## src/rtl/reg_file_sb.sv

```systemverilog
// reg_file_sb: parametrised register file with two registered read ports,
// a general write port, a dedicated carry/special-register write port,
// same-cycle write-to-read bypass and a per-register pending-write scoreboard.
// Register 0 reads as zero and is never written or marked pending.
module reg_file_sb #(
    parameter int NUM_REGS  = 12,
    parameter int REG_WIDTH = 8,
    parameter int CAR_IDX   = 11,
    localparam int ADDR_W   = $clog2(NUM_REGS)
) (
    input  logic                 clk,
    input  logic                 rst_n,
    input  logic                 rd_en,
    input  logic [ADDR_W-1:0]    rs_addr,
    input  logic [ADDR_W-1:0]    rt_addr,
    output logic [REG_WIDTH-1:0] rs_out,
    output logic [REG_WIDTH-1:0] rt_out,
    input  logic                 wr_en,
    input  logic [ADDR_W-1:0]    wr_addr,
    input  logic [REG_WIDTH-1:0] wr_data,
    input  logic                 car_wr,
    input  logic [REG_WIDTH-1:0] car_data,
    output logic [REG_WIDTH-1:0] car_out,
    input  logic                 pend_set,
    input  logic [ADDR_W-1:0]    pend_addr,
    output logic                 rs_busy,
    output logic                 rt_busy
);

    // One extra bit so the range check also works when NUM_REGS is a power of two.
    localparam logic [ADDR_W:0] NUM_REGS_W = (ADDR_W + 1)'(NUM_REGS);

    logic [REG_WIDTH-1:0] regs_q [NUM_REGS];
    logic [REG_WIDTH-1:0] regs_d [NUM_REGS];
    logic [NUM_REGS-1:0]  pend_q;
    logic [NUM_REGS-1:0]  pend_d;
    logic [NUM_REGS-1:0]  wr_hit;
    logic [REG_WIDTH-1:0] rs_q, rs_d;
    logic [REG_WIDTH-1:0] rt_q, rt_d;
    logic [REG_WIDTH-1:0] car_q, car_d;
    logic                 wr_commit;
    logic [REG_WIDTH-1:0] rs_eff;
    logic [REG_WIDTH-1:0] rt_eff;

    // Next array contents: general write first, special write overrides it, so
    // regs_d doubles as the bypassed "effective value" of every register.
    always_comb begin
        wr_commit = wr_en && (wr_addr != '0) && ({1'b0, wr_addr} < NUM_REGS_W);
        for (int i = 0; i < NUM_REGS; i++) begin
            regs_d[i] = regs_q[i];
            wr_hit[i] = 1'b0;
            if (i != 0) begin
                if (wr_commit && (wr_addr == ADDR_W'(i))) begin
                    regs_d[i] = wr_data;
                    wr_hit[i] = 1'b1;
                end
                if (car_wr && (i == CAR_IDX)) begin
                    regs_d[i] = car_data;
                    wr_hit[i] = 1'b1;
                end
            end
        end
    end

    // Scoreboard update: a commit clears, a same-cycle pend_set re-arms the bit.
    always_comb begin
        for (int i = 0; i < NUM_REGS; i++) begin
            pend_d[i] = pend_q[i] && !wr_hit[i];
            if (pend_set && (i != 0) && (pend_addr == ADDR_W'(i))) begin
                pend_d[i] = 1'b1;
            end
        end
    end

    // Read-port lookup and busy flags; out-of-range addresses match no entry.
    always_comb begin
        rs_eff  = '0;
        rt_eff  = '0;
        rs_busy = 1'b0;
        rt_busy = 1'b0;
        for (int i = 1; i < NUM_REGS; i++) begin
            if (rs_addr == ADDR_W'(i)) begin
                rs_eff  = regs_d[i];
                rs_busy = pend_q[i] && !wr_hit[i];
            end
            if (rt_addr == ADDR_W'(i)) begin
                rt_eff  = regs_d[i];
                rt_busy = pend_q[i] && !wr_hit[i];
            end
        end
        rs_d  = rd_en ? rs_eff : rs_q;
        rt_d  = rd_en ? rt_eff : rt_q;
        car_d = regs_d[CAR_IDX];
    end

    // State registers with synchronous active-low reset of everything.
    always_ff @(posedge clk) begin
        if (!rst_n) begin
            for (int i = 0; i < NUM_REGS; i++) begin
                regs_q[i] <= '0;
            end
            pend_q <= '0;
            rs_q   <= '0;
            rt_q   <= '0;
            car_q  <= '0;
        end else begin
            for (int i = 0; i < NUM_REGS; i++) begin
                regs_q[i] <= regs_d[i];
            end
            pend_q <= pend_d;
            rs_q   <= rs_d;
            rt_q   <= rt_d;
            car_q  <= car_d;
        end
    end

    assign rs_out  = rs_q;
    assign rt_out  = rt_q;
    assign car_out = car_q;

endmodule

```

## config.mk

```make
export PLATFORM = sky130hd
export DESIGN_NAME = reg_file_sb
export DESIGN_NICKNAME = d
export VERILOG_FILES = /design/src/rtl/reg_file_sb.sv
export SDC_FILE = /design/constraint.sdc
export NUM_CORES = 1
export LEC_CHECK = 0
export CAP_MARGIN = 30
export CORE_MARGIN = 5
export CORE_UTILIZATION = 23
export CTS_CLUSTER_DIAMETER = 50
export DETAILED_ROUTE_END_ITERATION = 8
export GPL_TIMING_DRIVEN = 0
export PLACE_DENSITY = 0.51
export SLEW_MARGIN = 20
export SYNTH_ARGS = -nofsm -noshare
export SYNTH_HDL_FRONTEND = slang
export SYNTH_SLANG_ARGS = --single-unit
```

## constraint.sdc

```tcl
create_clock -name clk -period 3.8 [get_ports clk]
set_input_delay 0.38 -clock clk [delete_from_list [all_inputs] [get_ports clk]]
set_output_delay 0.38 -clock clk [all_outputs]
set_load 0.01 [all_outputs]
```

; ---- After elaboration in Yosys (flattened, before gate mapping)
; Memory sizes are Yosys's and may differ from the RTL's.
; Cells that the tools add are included.
[word_totals]
mem_bits_ro = 0
mem_bits_rw = 96
reg_bits = 35
word_cells = 204
n_memories = 1
latch_bits = 0
in_bits = 38
[op_classes]
n_lt_le_gt_ge = 1
n_div = 0
n_mux = 93
reduce_logical = 48
n_eq_ne = 45
add_sub_neg = 0
n_shift = 0
n_mul = 0
n_bitwise = 12
[memory_table]
columns = name, depth, width, rd, rd_ports_with_merged_regs, wr, line
row1 = regs_q, 12, 8, 11, 0, 12, 33  ; logic [REG_WIDTH-1:0] regs_q [NUM_REGS];
[op_table]
columns = op, count
row1 = 8-bit 2-to-1 mux, 46
row2 = 4-bit by 3-bit equality test with 1-bit output (second input constant), 16
row3 = 4-bit equality test (second input constant), 16
row4 = 1-bit 2-to-1 mux, 47
row5 = 1-bit logical AND, 35
row6 = 4-bit by 2-bit equality test with 1-bit output (second input constant), 8
row7 = 4-bit by 1-bit equality test with 1-bit output (second input constant), 4
row8 = 1-bit bitwise OR, 12
row9 = 1-bit logical NOT, 11
row10 = 4-bit less-than comparator (second input constant), 1
row11 = 4-bit nonzero test, 1
row12 = 2-bit AND reduction, 1
row13 = 0-bit != test, 1

; ---- Longest topological paths before layout
; Gate-level depths: netlist (run 1).
[logic_depth]
depth_word = 18
depth_mapped = 9
depth_no_buf = 6

; ---- Worst setup path after synthesis (run 1)
; Ideal clock, no wire load.
[synth_path]
path_kind = in2out
startpoint = input port wr_addr[0]
endpoint = output port rt_busy
path_stages = 7
arrival_ns = 1.868
setup_slack_ns = 1.552
cell_sequence = buf_2 -> or2_2 -> o21ai_0 -> nor3_1 -> or4_1 -> a41oi_1 -> a21oi_1
[synth_between]
elab_chain_cells = 18
word_cells_on_any_way = 71
[synth_rtl]
columns = element, line
row1 = start: declaration, 19  ; input logic [ADDR_W-1:0] wr_addr,
row2 = "parallel branches: the longest is 17 deep, another holds 4-bit less-than comparator", --
row3 = 1-bit 2-to-1 mux *, 86  ; if (rt_addr == ADDR_W'(i)) begin
row4 = end: declaration, 27  ; output logic rt_busy
; Every way passes the cells marked *.

; ---- Worst setup path in the final report (run 1)
[layout_path]
startpoint = input port rt_addr[0]
endpoint = output port rt_busy
[layout_between]
elab_chain_cells = 12
word_cells_on_any_way = 22
[layout_rtl]
columns = element, line
row1 = start: declaration, 15  ; input logic [ADDR_W-1:0] rt_addr,
row2 = 4-bit by 1-bit equality test with 1-bit output, 86
row3 = 1-bit 2-to-1 mux (10 in series), 86
row4 = 1-bit 2-to-1 mux *, 86
; Every way passes the cells marked *; elsewhere a longest branch is shown, timed or not.

==> impl_metrics.tcl, run 1 <==
set metrics [dict create \
    first_global_vias 6925 \
    routed_via_density 5.47 \
    antenna_left 0 \
    cts_buffers 17 \
    insertion_delay_ns 0.43 \
    fin_tns_setup_ns 0 \
    intPower_mw 2.40 \
    power.switching_uw 903 \
    maxCapViolations 0 \
    drc 0 \
    core_um2 28900 \
    syn_nets 836 \
    worst_path_largest_cell_delay_ns 0.54 \
    netlist.area_leader.share 0.340 \
    die_area_um2 32900 \
    postCtsSetupRepairBufs 0 \
    stdcell_count 1270 \
    fmax_mhz 266 \
    cts_buffer_depth 2 \
    path_class "in2out" \
    placed_cells_incl_taps 1240 \
    grt_util_all_layers 0.173 \
    grt_max_degree 17 \
    final_area_um2 8420 \
    cp_slowest_cell "clkbuf_1" \
    finalHoldViolCount 0 \
    die_x_um 182 \
    grt_overflow_total 0 \
    period_needed_ns 3.76 \
    ys_types 57 \
    p_sw_frac 0.273 \
    num_rows 62 \
    synth_top_area_cell "dfxtp_1" \
    cts-root-buf "clkbuf_16" \
    synth-main-ff-cell "dfxtp_1" \
    clk_pin_slew_worst_paths_ns 0.06 \
    n_antenna_cell 0 \
    cts.sinks 115 \
    grt_busiest_layer "met2" \
    crit_fanout 10 \
    hp-class "in2reg" \
    gp_congestion 0.947 \
    fin_util 0.292 \
    boundaryPins 64 \
    ir_worst_vdd_uv 214 \
    num_vias 6951 \
    place_area_um2 7840 \
    synth_common_cells "dfxtp_1, a21oi_1, o21ai_0" \
    drt_pass1_iterations 7 \
    nets 913 \
    power_density_nw_per_um2 392 \
    yosysMostFrequentCell "dfxtp_1" \
    synth-edff-count 0 \
    synth_area_per_cell_um2 8.48 \
    grt_pass1_wl_mm 43.9 \
    cts_tree "built" \
    dpl.hpwl_mm 21.8 \
    grt_use_met1 0.238 \
    relSlewSlack 0.361 \
    crit_required_ns 3.42 \
    layout-drive-gt1-share 0.163 \
    p_clk_frac 0.484 \
    outcome "finished clean" \
    synth_area_leaders "dfxtp_1, mux2_2, a21oi_1, and2_1, a21boi_0" \
    antenna_found_initial 0 \
    met2_usage 0.260 \
    fin_skew_ns 0.00754 \
    area_growth_syn_to_layout_pct 24.4 \
    start_util 0.234 \
    period_share 0.988 \
    worstSetupStartpointType "input port" \
    tightest_slew_ns 0.955 \
    wirelength_mm 28.9 \
    cp.arrival_ns 3.38 \
    slew_violations 0 \
    synthArstFlopShare 0 \
    ys_seq_area_frac 0.340 \
    grtUsageMet3 0.0492 \
    worstRegToRegCells 5 \
    hold_path_depth 4 \
    port_buffers 56 \
    critPathCaptureType "output pin" \
    yosysWarnings 0 \
    critical_path.most_common_cell "clkdlybuf4s50_1" \
    synth-seq-cells 115 \
    combPwrFrac 0.137 \
    p_leak_nw 2.89 \
    syn-instance-count 798 \
    rsz0062_at_grt "true" \
    fp.dieH_um 182 \
    p_seq_frac 0.379 \
    syn_area_um2 6770 \
    setup_viol 0 \
    htree_levels 4 \
    path_cells "clkdlybuf4s50_1 -> nand2b_1 -> clkbuf_1 -> nor3_2 -> and3_1 -> or4_1 -> a41oi_1 -> a21oi_1 -> clkdlybuf4s50_1" \
    wl_per_cell_um 22.7 \
    drt-initial-drc-count 711 \
]
layout by cell type (no fill, tap or decap), drive strengths merged, types with 25 or more instances in the layout:
cell type / netlist / layout
nand3: 48 / 48
clkbuf: 49 / 71
a21oi: 58 / 58
nor2b: 28 / 28
o21ai: 54 / 54
nor2: 28 / 28
and2: 44 / 44
dfxtp: 115 / 115
buf: 33 / 35
a31oi: 34 / 34
mux2: 49 / 49
a22oi: 27 / 27
nand2: 25 / 25
clkdlybuf4s50: 0 / 56
a21boi: 36 / 36
flip-flops by register name, indices dropped and copies added (netlist names):
| signal | flops |
|---|---|
| rs_out | 8 |
| regs_q | 80 |
| car_out | 8 |
| rt_out | 8 |
| pend_q | 11 |
power by group through the flow:
stage                     clock, mW  sequential [mW]  combinational [mW]
after floorplan                   0             1.28               0.237
after global placement            0             1.28               0.440
after detailed placement          0             1.28               0.442
after CTS                      1.62             1.25               0.444
after global routing           1.67             1.25               0.483
final                          1.60             1.25               0.451
logic make-up after synthesis:
| kind of cell | synth area share |
|---|---|
| flops | 0.340 |
| simple gates | 0.208 |
| compound gates | 0.299 |
| mux | 0.0978 |
| buf+inv | 0.0555 |
per-stage QoR:
stage	setup slack (ns)	hold slack, ns	total power, mW
after floorplan	1.55	0.472	1.51
final	0.0443	0.490	3.30
after global placement	-0.332	0.527	1.72
after global routing	-0.0611	0.523	3.41
after detailed placement	0.0745	0.529	1.72
after CTS	0.0608	0.474	3.31
final timing paths:
path	startpoint	end	slack (ns)
setup / recovery	rt_addr[0]	rt_busy	0.04
hold / removal	wr_addr[1]	regs_q[0][65]$_SDFF_PN0_	0.49
setup reg to reg	regs_q[0][77]$_SDFF_PN0_	rs_out[5]$_SDFFE_PN0P_	2.14
hold reg to reg	regs_q[0][52]$_SDFF_PN0_	regs_q[0][52]$_SDFF_PN0_	0.55
critical path, delay by kind of cell:
kind / cells / cell delay [ns]
compound gates: 2 / 0.28
buf+inv: 3 / 1.57
simple gates: 4 / 1.15
final cells by class:
class	instances	area (um2)
tap	384	480
buffer	82	377
clock buffer	22	464
timing repair buffer	58	576
fill	3120	20400
multi-input combinational	601	4110
clock inverter	8	105
sequential	115	2300
timing repair:
action / CTS / global route
endpoints found under the hold margin: 0 / 0
setup endpoints to repair: 0 / 2
hold buffers: 0 / 0
gates resized for setup: 0 / 3
routing by layer:
layer,wire length (um),part of all wire
met1,12900,0.45
met2,12500,0.43
met3,2460,0.085
met4,962,0.033
met5,0,0
(Power assumes the default switching activity.)
==> run 2: changes to the inputs <==
Settings changed: PLACE_DENSITY 0.51 to default, SKIP_LAST_GASP from default to 1.
Clock period 3.8 ns to 3.2 ns, I/O delays scaled along.
==> run 2 against run 1 <==
Effect of this change: critical path depth fell by 1; hold slack got worse by 0.065 ns; via count rose by 0.52%; sequential power rose by 19%; die area did not move; setup slack got worse by 0.035 ns; clock skew rose by 0.0073 ns; final cell count rose by 0.63%; sequential cell count did not move; critical endpoint is now rs_busy.
==> impl_metrics.tcl, run 2 (synthesized netlist as in run 1, its figures left out) <==
set metrics [dict create \
    outcome "finished clean" \
    fin_tns_setup_ns 0 \
    core_um2 28900 \
    worstRegToRegCells 5 \
    cp.buffers_inverters 3 \
    top_regs "regs_q (80), pend_q (11)" \
    fill_cells 3091 \
    nets 919 \
    path_cells "clkdlybuf4s50_1 -> nand2b_1 -> clkbuf_2 -> nor2_2 -> a22o_1 -> a21oi_1 -> a32o_1 -> clkdlybuf4s50_1" \
    boundaryPins 64 \
    cp.arrival_ns 2.87 \
    finalHoldViolCount 0 \
    num_rows 62 \
    final_common_cell "dfxtp_1" \
    critPathCaptureType "output pin" \
    grt_util_all_layers 0.161 \
    place_area_um2 7830 \
    layout-drive-gt1-share 0.185 \
    r2r_slack_ns 1.55 \
    cts_tree "built" \
    port_buffers 56 \
    grt_max_degree 17 \
    fmax_mhz 313 \
    gp_congestion 0.981 \
    period_needed_ns 3.19 \
    worst_slack_ns 0.00946 \
    worst_path_largest_cell_delay_ns 0.54 \
    antenna_found_initial 0 \
    ir_worst_vdd_uv 233 \
    antenna_left 0 \
    path_class "in2out" \
    critPathTopFamily "buffers and inverters" \
    setup_viol 0 \
    final_cell_mix "dfxtp_1, a21oi_1, clkdlybuf4s50_1" \
    wl_per_cell_um 21.3 \
    die_x_um 182 \
    relSlewSlack 0.475 \
    wirelength_mm 27.2 \
    rsz0062_at_grt "true" \
    drc 0 \
    min_from "wr_addr[1]" \
    hold_buffers 0 \
    htree_levels 4 \
    insertion_delay_ns 0.43 \
    hold_path_depth 4 \
    power_density_nw_per_um2 461 \
    tightest_slew_ns 0.785 \
    crit_required_ns 2.88 \
    dp_slack_ns -0.368 \
    placed_cells_incl_taps 1239 \
    drt-initial-drc-count 892 \
    drt_pass1_iterations 5 \
    cp_slowest_cell "clkdlybuf4s50_1" \
    cts_buffers 17 \
    regMostFlops "regs_q" \
    dpl.hpwl_mm 20.7 \
    period_share 0.997 \
    n_antenna_cell 0 \
    p_leak_nw 2.99 \
    area_growth_syn_to_layout_pct 26.1 \
    crit_fanout 10 \
    path_depth 8 \
    num_vias 6987 \
    grt_pass1_wl_mm 41.4 \
    die_area_um2 32900 \
    cts-root-buf "clkbuf_16" \
    start_util 0.234 \
    grt_overflow_total 0 \
    maxCapViolations 0 \
    final_area_um2 8530 \
    fin_util 0.296 \
    clk_pin_slew_worst_paths_ns 0.06 \
    hp-class "in2reg" \
    worstSetupStartpointType "input port" \
    fp.dieH_um 182 \
    cts_buffer_depth 2 \
    largest_reg_flops 80 \
    r2r-end "rs_out[3]$_SDFFE_PN0P_" \
    cts.sinks 115 \
    hold_end "regs_q[0][68]$_SDFF_PN0_" \
    stdcell_count 1278 \
    fin_skew_ns 0.0149 \
    slew_violations 0 \
    crit_start "rs_addr[1]" \
    routed_via_density 5.47 \
    first_global_vias 6760 \
    critical_path.most_common_cell "clkdlybuf4s50_1" \
    r2r-start "regs_q[0][83]$_SDFF_PN0_" \
]
-- run 2: area by class of cell --
| class | instances | area (um2) | share of cell area |
|---|---|---|---|
| plain buffers | 81 | 383 | 0.0449 |
| clock buffers | 20 | 447 | 0.0524 |
| clock inverters | 12 | 133 | 0.0155 |
| multi-input cells | 601 | 4160 | 0.488 |
| flip-flops and latches | 115 | 2300 | 0.270 |
| well taps | 384 | 480 | 0.0563 |
| repair buffers | 65 | 624 | 0.0732 |
-- run 2: worst max path at each step --
stage                   end  slack, ns
floorplan           rt_busy       1.07
global placement    rs_busy      -0.69
detailed placement  rt_busy      -0.37
CTS                 rs_busy       0.02
global route        rs_busy      -0.01
finish              rs_busy      0.009
-- run 2: metrics by stage --
stage | hold slack, ns | total power, mW
after floorplan | 0.472 | 1.80
after global placement | 0.519 | 2.03
after detailed placement | 0.517 | 2.03
after CTS | 0.413 | 3.92
after global routing | 0.465 | 4.04
final | 0.426 | 3.93
-- run 2: metal layers --
| layer | vias to the layer above | GRT usage | wire, um |
|---|---|---|---|
| met3 | 59 | 0.0388 | 2470 |
| met2 | 362 | 0.244 | 11800 |
| met4 | 0 | 0.0405 | 706 |
| met5 | - | 0 | 0 |
| li1 | 3211 | - | - |
| met1 | 3355 | 0.229 | 12200 |
-- run 2: worst min-delay path, cell delays in order --
cell and delay [ns]:
buf_4 0.13, nor2_2 0.12, nand3_1 0.14, a21boi_0 0.09
-- run 2: repair_timing --
action                     CTS  global route
pin swaps                    2             3
buffers inserted             4             3
setup endpoints to repair    2             2
gates resized for setup     18             9
-- run 2: power by group --
part | switching (mW) | internal [mW] | leakage (nW)
Combinational | 0.331 | 0.208 | 1.76
Sequential | 0.0184 | 1.47 | 0.933
Clock | 0.738 | 1.17 | 0.288
Total | 1.09 | 2.84 | 2.99
